<file path="config.mk">
export PLATFORM = sky130hd
export DESIGN_NAME = muldiv_issue_seq_flat
export DESIGN_NICKNAME = d
export VERILOG_FILES = /design/src/rtl/muldiv_issue_seq_if.sv /design/src/rtl/muldiv_issue_seq.sv /design/src/flat_wrapper.sv
export SDC_FILE = /design/constraint.sdc
export NUM_CORES = 1
export LEC_CHECK = 0
export BUFFER_PORTS_ARGS = -buffer_cell sky130_fd_sc_hd__buf_2
export CAP_MARGIN = 10
export CORE_MARGIN = 3
export CORE_UTILIZATION = 51
export CTS_BUF_LIST = sky130_fd_sc_hd__clkbuf_8 sky130_fd_sc_hd__clkbuf_16
export DETAILED_ROUTE_END_ITERATION = 8
export PLACE_DENSITY = 0.89
export SYNTH_ARGS = -nofsm -noshare
export SYNTH_HDL_FRONTEND = slang
export SYNTH_SLANG_ARGS = --single-unit
</file>
<file path="constraint.sdc">
create_clock -name clk -period 2.05 [get_ports clk]
set_input_delay 0.615 -clock clk [delete_from_list [all_inputs] [get_ports clk]]
set_output_delay 0.615 -clock clk [all_outputs]
set_load 0.005 [all_outputs]
</file>
<file path="src/rtl/muldiv_issue_seq_if.sv">
// rtl/muldiv_issue_seq_if.sv - issue, dealloc, datapath and writeback signals of the mul/div issue sequencer
interface muldiv_issue_seq_if #(
    parameter int AGE_WIDTH  = 5,
    parameter int PTAG_WIDTH = 6
);
    logic                  issue_grant;
    logic [3:0]            issue_addr;
    logic                  issue_is_div;
    logic [AGE_WIDTH-1:0]  issue_age;
    logic [PTAG_WIDTH-1:0] issue_ptag;
    logic                  flush;
    logic                  muti_finish;
    logic                  iq_dealloc_valid;
    logic [3:0]            iq_dealloc_addr;
    logic                  unit_start;
    logic                  unit_is_div;
    logic                  wb_valid;
    logic                  wb_ready;
    logic [PTAG_WIDTH-1:0] wb_ptag;
    logic [AGE_WIDTH-1:0]  wb_age;

    modport master (
        output issue_grant, issue_addr, issue_is_div, issue_age, issue_ptag, flush, wb_ready,
        input  muti_finish, iq_dealloc_valid, iq_dealloc_addr, unit_start, unit_is_div,
               wb_valid, wb_ptag, wb_age
    );

    modport slave (
        input  issue_grant, issue_addr, issue_is_div, issue_age, issue_ptag, flush, wb_ready,
        output muti_finish, iq_dealloc_valid, iq_dealloc_addr, unit_start, unit_is_div,
               wb_valid, wb_ptag, wb_age
    );
endinterface

</file>
<file path="src/rtl/muldiv_issue_seq.sv">
// rtl/muldiv_issue_seq.sv - single-op sequencer for the multi-cycle mul/div unit
module muldiv_issue_seq #(
    parameter int AGE_WIDTH  = 5,
    parameter int PTAG_WIDTH = 6,
    parameter int MUL_LAT    = 3,
    parameter int DIV_LAT    = 34
) (
    input  logic               clk,
    input  logic               rst_n,
    muldiv_issue_seq_if.slave  bus
);
    typedef enum logic [1:0] {IDLE, START, BUSY, DONE} state_t;

    localparam logic [5:0] MUL_LOAD = 6'(MUL_LAT - 1);
    localparam logic [5:0] DIV_LOAD = 6'(DIV_LAT - 1);

    state_t                state;
    logic [5:0]            cnt;
    logic [3:0]            cap_addr;
    logic                  cap_div;
    logic [AGE_WIDTH-1:0]  cap_age;
    logic [PTAG_WIDTH-1:0] cap_ptag;

    logic                  fin_q;
    logic                  start_q;
    logic                  dv_q;
    logic [3:0]            da_q;
    logic                  div_q;
    logic                  wbv_q;
    logic [PTAG_WIDTH-1:0] wbp_q;
    logic [AGE_WIDTH-1:0]  wba_q;

    // Outputs are registered alongside the state so they describe the state being entered.
    always_ff @(posedge clk) begin
        if (!rst_n || bus.flush) begin
            state    <= IDLE;
            cnt      <= '0;
            cap_addr <= '0;
            cap_div  <= 1'b0;
            cap_age  <= '0;
            cap_ptag <= '0;
            fin_q    <= 1'b1;
            start_q  <= 1'b0;
            dv_q     <= 1'b0;
            da_q     <= '0;
            div_q    <= 1'b0;
            wbv_q    <= 1'b0;
            wbp_q    <= '0;
            wba_q    <= '0;
        end else begin
            case (state)
                IDLE: begin
                    if (bus.issue_grant) begin
                        state    <= START;
                        cap_addr <= bus.issue_addr;
                        cap_div  <= bus.issue_is_div;
                        cap_age  <= bus.issue_age;
                        cap_ptag <= bus.issue_ptag;
                        fin_q    <= 1'b0;
                        start_q  <= 1'b1;
                        dv_q     <= 1'b1;
                        da_q     <= bus.issue_addr;
                        div_q    <= bus.issue_is_div;
                    end
                end
                START: begin
                    state   <= BUSY;
                    cnt     <= cap_div ? DIV_LOAD : MUL_LOAD;
                    start_q <= 1'b0;
                    dv_q    <= 1'b0;
                    da_q    <= '0;
                end
                BUSY: begin
                    if (cnt == 6'd0) begin
                        state <= DONE;
                        wbv_q <= 1'b1;
                        wbp_q <= cap_ptag;
                        wba_q <= cap_age;
                    end else begin
                        cnt <= cnt - 6'd1;
                    end
                end
                DONE: begin
                    if (bus.wb_ready) begin
                        state    <= IDLE;
                        cap_addr <= '0;
                        cap_div  <= 1'b0;
                        cap_age  <= '0;
                        cap_ptag <= '0;
                        fin_q    <= 1'b1;
                        div_q    <= 1'b0;
                        wbv_q    <= 1'b0;
                        wbp_q    <= '0;
                        wba_q    <= '0;
                    end
                end
                default: state <= IDLE;
            endcase
        end
    end

    assign bus.muti_finish      = fin_q;
    assign bus.unit_start       = start_q;
    assign bus.iq_dealloc_valid = dv_q;
    assign bus.iq_dealloc_addr  = da_q;
    assign bus.unit_is_div      = div_q;
    assign bus.wb_valid         = wbv_q;
    assign bus.wb_ptag          = wbp_q;
    assign bus.wb_age           = wba_q;
endmodule

</file>
<file path="src/flat_wrapper.sv">
// flat-port wrapper written by rule: the top's interface ports become plain ports
module muldiv_issue_seq_flat 
#(
    parameter int AGE_WIDTH  = 5,
    parameter int PTAG_WIDTH = 6,
    parameter int MUL_LAT    = 3,
    parameter int DIV_LAT    = 34
)
  (clk, rst_n, bus_issue_grant, bus_issue_addr, bus_issue_is_div, bus_issue_age, bus_issue_ptag, bus_flush, bus_wb_ready, bus_muti_finish, bus_iq_dealloc_valid, bus_iq_dealloc_addr, bus_unit_start, bus_unit_is_div, bus_wb_valid, bus_wb_ptag, bus_wb_age);
  muldiv_issue_seq_if #(.AGE_WIDTH(AGE_WIDTH), .PTAG_WIDTH(PTAG_WIDTH)) bus_i ();
  input  logic clk;
  input  logic rst_n;
  input wire logic [$bits(bus_i.issue_grant)-1:0] bus_issue_grant;
  input wire logic [$bits(bus_i.issue_addr)-1:0] bus_issue_addr;
  input wire logic [$bits(bus_i.issue_is_div)-1:0] bus_issue_is_div;
  input wire logic [$bits(bus_i.issue_age)-1:0] bus_issue_age;
  input wire logic [$bits(bus_i.issue_ptag)-1:0] bus_issue_ptag;
  input wire logic [$bits(bus_i.flush)-1:0] bus_flush;
  input wire logic [$bits(bus_i.wb_ready)-1:0] bus_wb_ready;
  output wire logic [$bits(bus_i.muti_finish)-1:0] bus_muti_finish;
  output wire logic [$bits(bus_i.iq_dealloc_valid)-1:0] bus_iq_dealloc_valid;
  output wire logic [$bits(bus_i.iq_dealloc_addr)-1:0] bus_iq_dealloc_addr;
  output wire logic [$bits(bus_i.unit_start)-1:0] bus_unit_start;
  output wire logic [$bits(bus_i.unit_is_div)-1:0] bus_unit_is_div;
  output wire logic [$bits(bus_i.wb_valid)-1:0] bus_wb_valid;
  output wire logic [$bits(bus_i.wb_ptag)-1:0] bus_wb_ptag;
  output wire logic [$bits(bus_i.wb_age)-1:0] bus_wb_age;
  assign bus_i.issue_grant = bus_issue_grant;
  assign bus_i.issue_addr = bus_issue_addr;
  assign bus_i.issue_is_div = bus_issue_is_div;
  assign bus_i.issue_age = bus_issue_age;
  assign bus_i.issue_ptag = bus_issue_ptag;
  assign bus_i.flush = bus_flush;
  assign bus_i.wb_ready = bus_wb_ready;
  assign bus_muti_finish = bus_i.muti_finish;
  assign bus_iq_dealloc_valid = bus_i.iq_dealloc_valid;
  assign bus_iq_dealloc_addr = bus_i.iq_dealloc_addr;
  assign bus_unit_start = bus_i.unit_start;
  assign bus_unit_is_div = bus_i.unit_is_div;
  assign bus_wb_valid = bus_i.wb_valid;
  assign bus_wb_ptag = bus_i.wb_ptag;
  assign bus_wb_age = bus_i.wb_age;
  muldiv_issue_seq #(.AGE_WIDTH(AGE_WIDTH), .PTAG_WIDTH(PTAG_WIDTH), .MUL_LAT(MUL_LAT), .DIV_LAT(DIV_LAT)) u_core (.clk(clk), .rst_n(rst_n), .bus(bus_i));
endmodule
</file>
==> reports/results.txt <==
minimum clock period -> 1.87 ns
Most used DFF post-synth -> dfxtp_1
largest area contributor in the netlist -> dfxtp_1
core area -> 2810 um^2
Die H -> 60.9 um
Synth top cells by count -> 38 x dfxtp_1, 12 x o221a_2, 11 x a22o_1, 9 x nand2_1, 9 x nor2_1
first-pass GRT wire length -> 5980 um
Clk Latency, worst-skew pair -> 0.28 ns
share of flip-flops with an asynchronous set or reset -> 0
Die Area -> 3710 um^2
Worst setup SP type -> flip-flop
TritonCTS Sinks -> 38
Max Fclk -> 535 MHz
Vias/cell -> 5.98
router iterations before antenna repair -> 4
gpl congestion -> 0.800
placed instance area -> 1760 um^2
unrepaired setup endpoints after global routing -> false
n_diodes -> 0
Seq/Total Area, Yosys -> 0.494
Area Growth Syn to Fin -> 20.8%
Syn Nets -> 177
Slew @ Worst Pin -> 0.508 ns
max_slew headroom -> 0.660
Ys Warns -> 0
clk_skew -> 0.00835 ns
Fin Hold WS -> 0.448 ns
post-synthesis cell type count -> 34
Worst Hold Class -> flip-flop to flip-flop
layout filler cell count -> 222
routed wire length -> 3540 um
Residual DRC -> 0
Worst Path Max Fanout -> 12
gr usage total -> 0.215
Crit. End Element -> flip-flop
vias in the first global route -> 1366
total global routing overflow -> 0
antenna violations before repair -> 0
Crit Path Category -> flip-flop to flip-flop
number of port buffers -> 40
final core utilization -> 0.663
Antenna Nets Post-Route -> 0
final slew viol count -> 0
Final Cell Area -> 1860 um^2
Cells after Synth -> 150
Post-Place Setup Slack -> 0.117 ns
period utilization -> 0.912
outcome -> complete, no violations
Longest Clk Path Bufs -> 2
die width -> 60.9 um
row cnt -> 19
largest net degree at the start of global routing -> 14
iteration-0 DRC count of the detailed router -> 72
final net count -> 220
LEAKAGE -> 0.824 nW
DPL Wire Length -> 2720 um
Pwr per Cell Area -> 768 nW/um^2
CTS tree -> done
most common cell in the netlist -> dfxtp_1
# setup viols final -> 0
clock-pin slew on the worst setup and hold paths -> 0.07 ns
clk root buf -> clkbuf_8
WL/cell -> 15.7 um
post-layout power -> 1.43 mW
H-tree depth -> 2
post-synth top area share -> 0.494
Mapped Area -> 1540 um^2
setup slack after layout -> 0.180 ns
endpoints failing hold -> 0
maxcap violations -> 0
Setup TNS -> 0 ns
Mean Syn Cell Area -> 10.3 um^2
Initial Utilization -> 0.549
Vias -> 1345
Top-Level Pins -> 41
worst vdd ir -> 0.642 mV
Non-Filler Instances -> 225
synth top area cells -> dfxtp_1 49%, o221a_2 8.8%, a22o_1 6.3%, ha_1 4.9%, a21oi_1 2.3%
layout cell share with drive strength beyond 1 -> 0.361
placed instance count -> 217
Worst Path Arrival -> 2.04 ns
CP required -> 2.22 ns
hold_buf cts -> 0
total CTS buffers -> 5
EDFF count, synth -> 0
Seq cells post-synth -> 38
==> where the power goes <==
group	total [mW]	internal, mW	switching (mW)	leakage [nW]
Clock	0.515	0.270	0.245	0.0472
Sequential	0.775	0.760	0.0146	0.309
Combinational	0.137	0.0584	0.0787	0.468
Total	1.43	1.09	0.339	0.824
==> sequential cells by signal (all words and copies together), names as in the netlist <==
name,flops
u_core.state,2
u_core.bus.wb_valid,1
u_core.bus.unit_start,1
u_core.bus.wb_age,5
u_core.bus.iq_dealloc_addr,4
u_core.bus.wb_ptag,6
u_core.cnt,6
u_core.bus.muti_finish,1
u_core.bus.unit_is_div,1
u_core.cap_age,5
u_core.cap_ptag,6
==> metal layers <==
layer	track usage	share of wire	vias to the layer above
met3	0.0596	0.055	14
met4	0.102	0.030	0
met2	0.356	0.52	45
met5	0	0	-
li1	-	-	640
met1	0.258	0.40	646
==> cell type report <==
type,instances,area (um^2),area share
clock buffers,6,82.6,0.0444
inverters,6,22.5,0.0121
well taps,31,38.8,0.0209
flip-flops and latches,38,761,0.409
repair buffers,44,230,0.124
multi-input cells,98,712,0.383
clock inverters,2,12.5,0.00673
==> worst max-delay path, cell delays in order, from the launching register on <==
cell and delay (ns):
dfxtp_1 0.33, inv_1 0.11, ha_1 0.20, nor3b_2 0.27, a21oi_2 0.10, o31a_1 0.45, a22o_1 0.30
==> cells by family (layout without fill, tap and decap cells) <==
family / Yosys count / after routing / share of synthesized area
DFF: 38 / 38 / 0.494
AOI/OAI and AO/OA: 45 / 45 / 0.246
muxes: 1 / 1 / 0.00650
buffers and inverters: 14 / 58 / 0.0447
adders and majority gates: 6 / 6 / 0.0488
and+or+nand+nor: 46 / 46 / 0.160
==> final timing paths <==
check | end | startpoint | depth (start not counted) | slack (ns)
worst max-delay path | u_core.bus.wb_age[1] | u_core.cnt[0] | 6 | 0.18
worst min-delay path | u_core.bus.muti_finish | u_core.bus.muti_finish | 2 | 0.45
worst max register to register | u_core.bus.wb_age[1] | u_core.cnt[0] | 6 | 0.18
worst min register to register | u_core.bus.muti_finish | u_core.bus.muti_finish | 2 | 0.45
==> layout by cell type (no fill, tap or decap), types with 2 or more instances in the layout <==
| cell type | synthesis | routed |
|---|---|---|
| a21oi_2 | 2 | 2 |
| nor3_1 | 3 | 3 |
| ha_1 | 6 | 6 |
| nand3b_1 | 3 | 3 |
| o21ai_0 | 4 | 4 |
| nand2b_1 | 3 | 3 |
| nand2_1 | 9 | 9 |
| nor2_1 | 9 | 8 |
| dfxtp_1 | 38 | 38 |
| clkbuf_8 | 0 | 6 |
| a22oi_1 | 3 | 3 |
| a22o_1 | 11 | 11 |
| and2_1 | 2 | 2 |
| nor2b_1 | 3 | 3 |
| buf_4 | 1 | 4 |
| a21oi_1 | 7 | 7 |
| inv_1 | 6 | 6 |
| nand4b_1 | 2 | 2 |
| o221a_2 | 12 | 12 |
| nand3_1 | 7 | 7 |
| buf_2 | 4 | 40 |
| nor2_2 | 1 | 2 |
==> repair_timing <==
item	CTS	global route
setup buffers	0	0
setup endpoints to repair	0	12
resized for setup	0	1
Power figures use the tool's default switching activity.
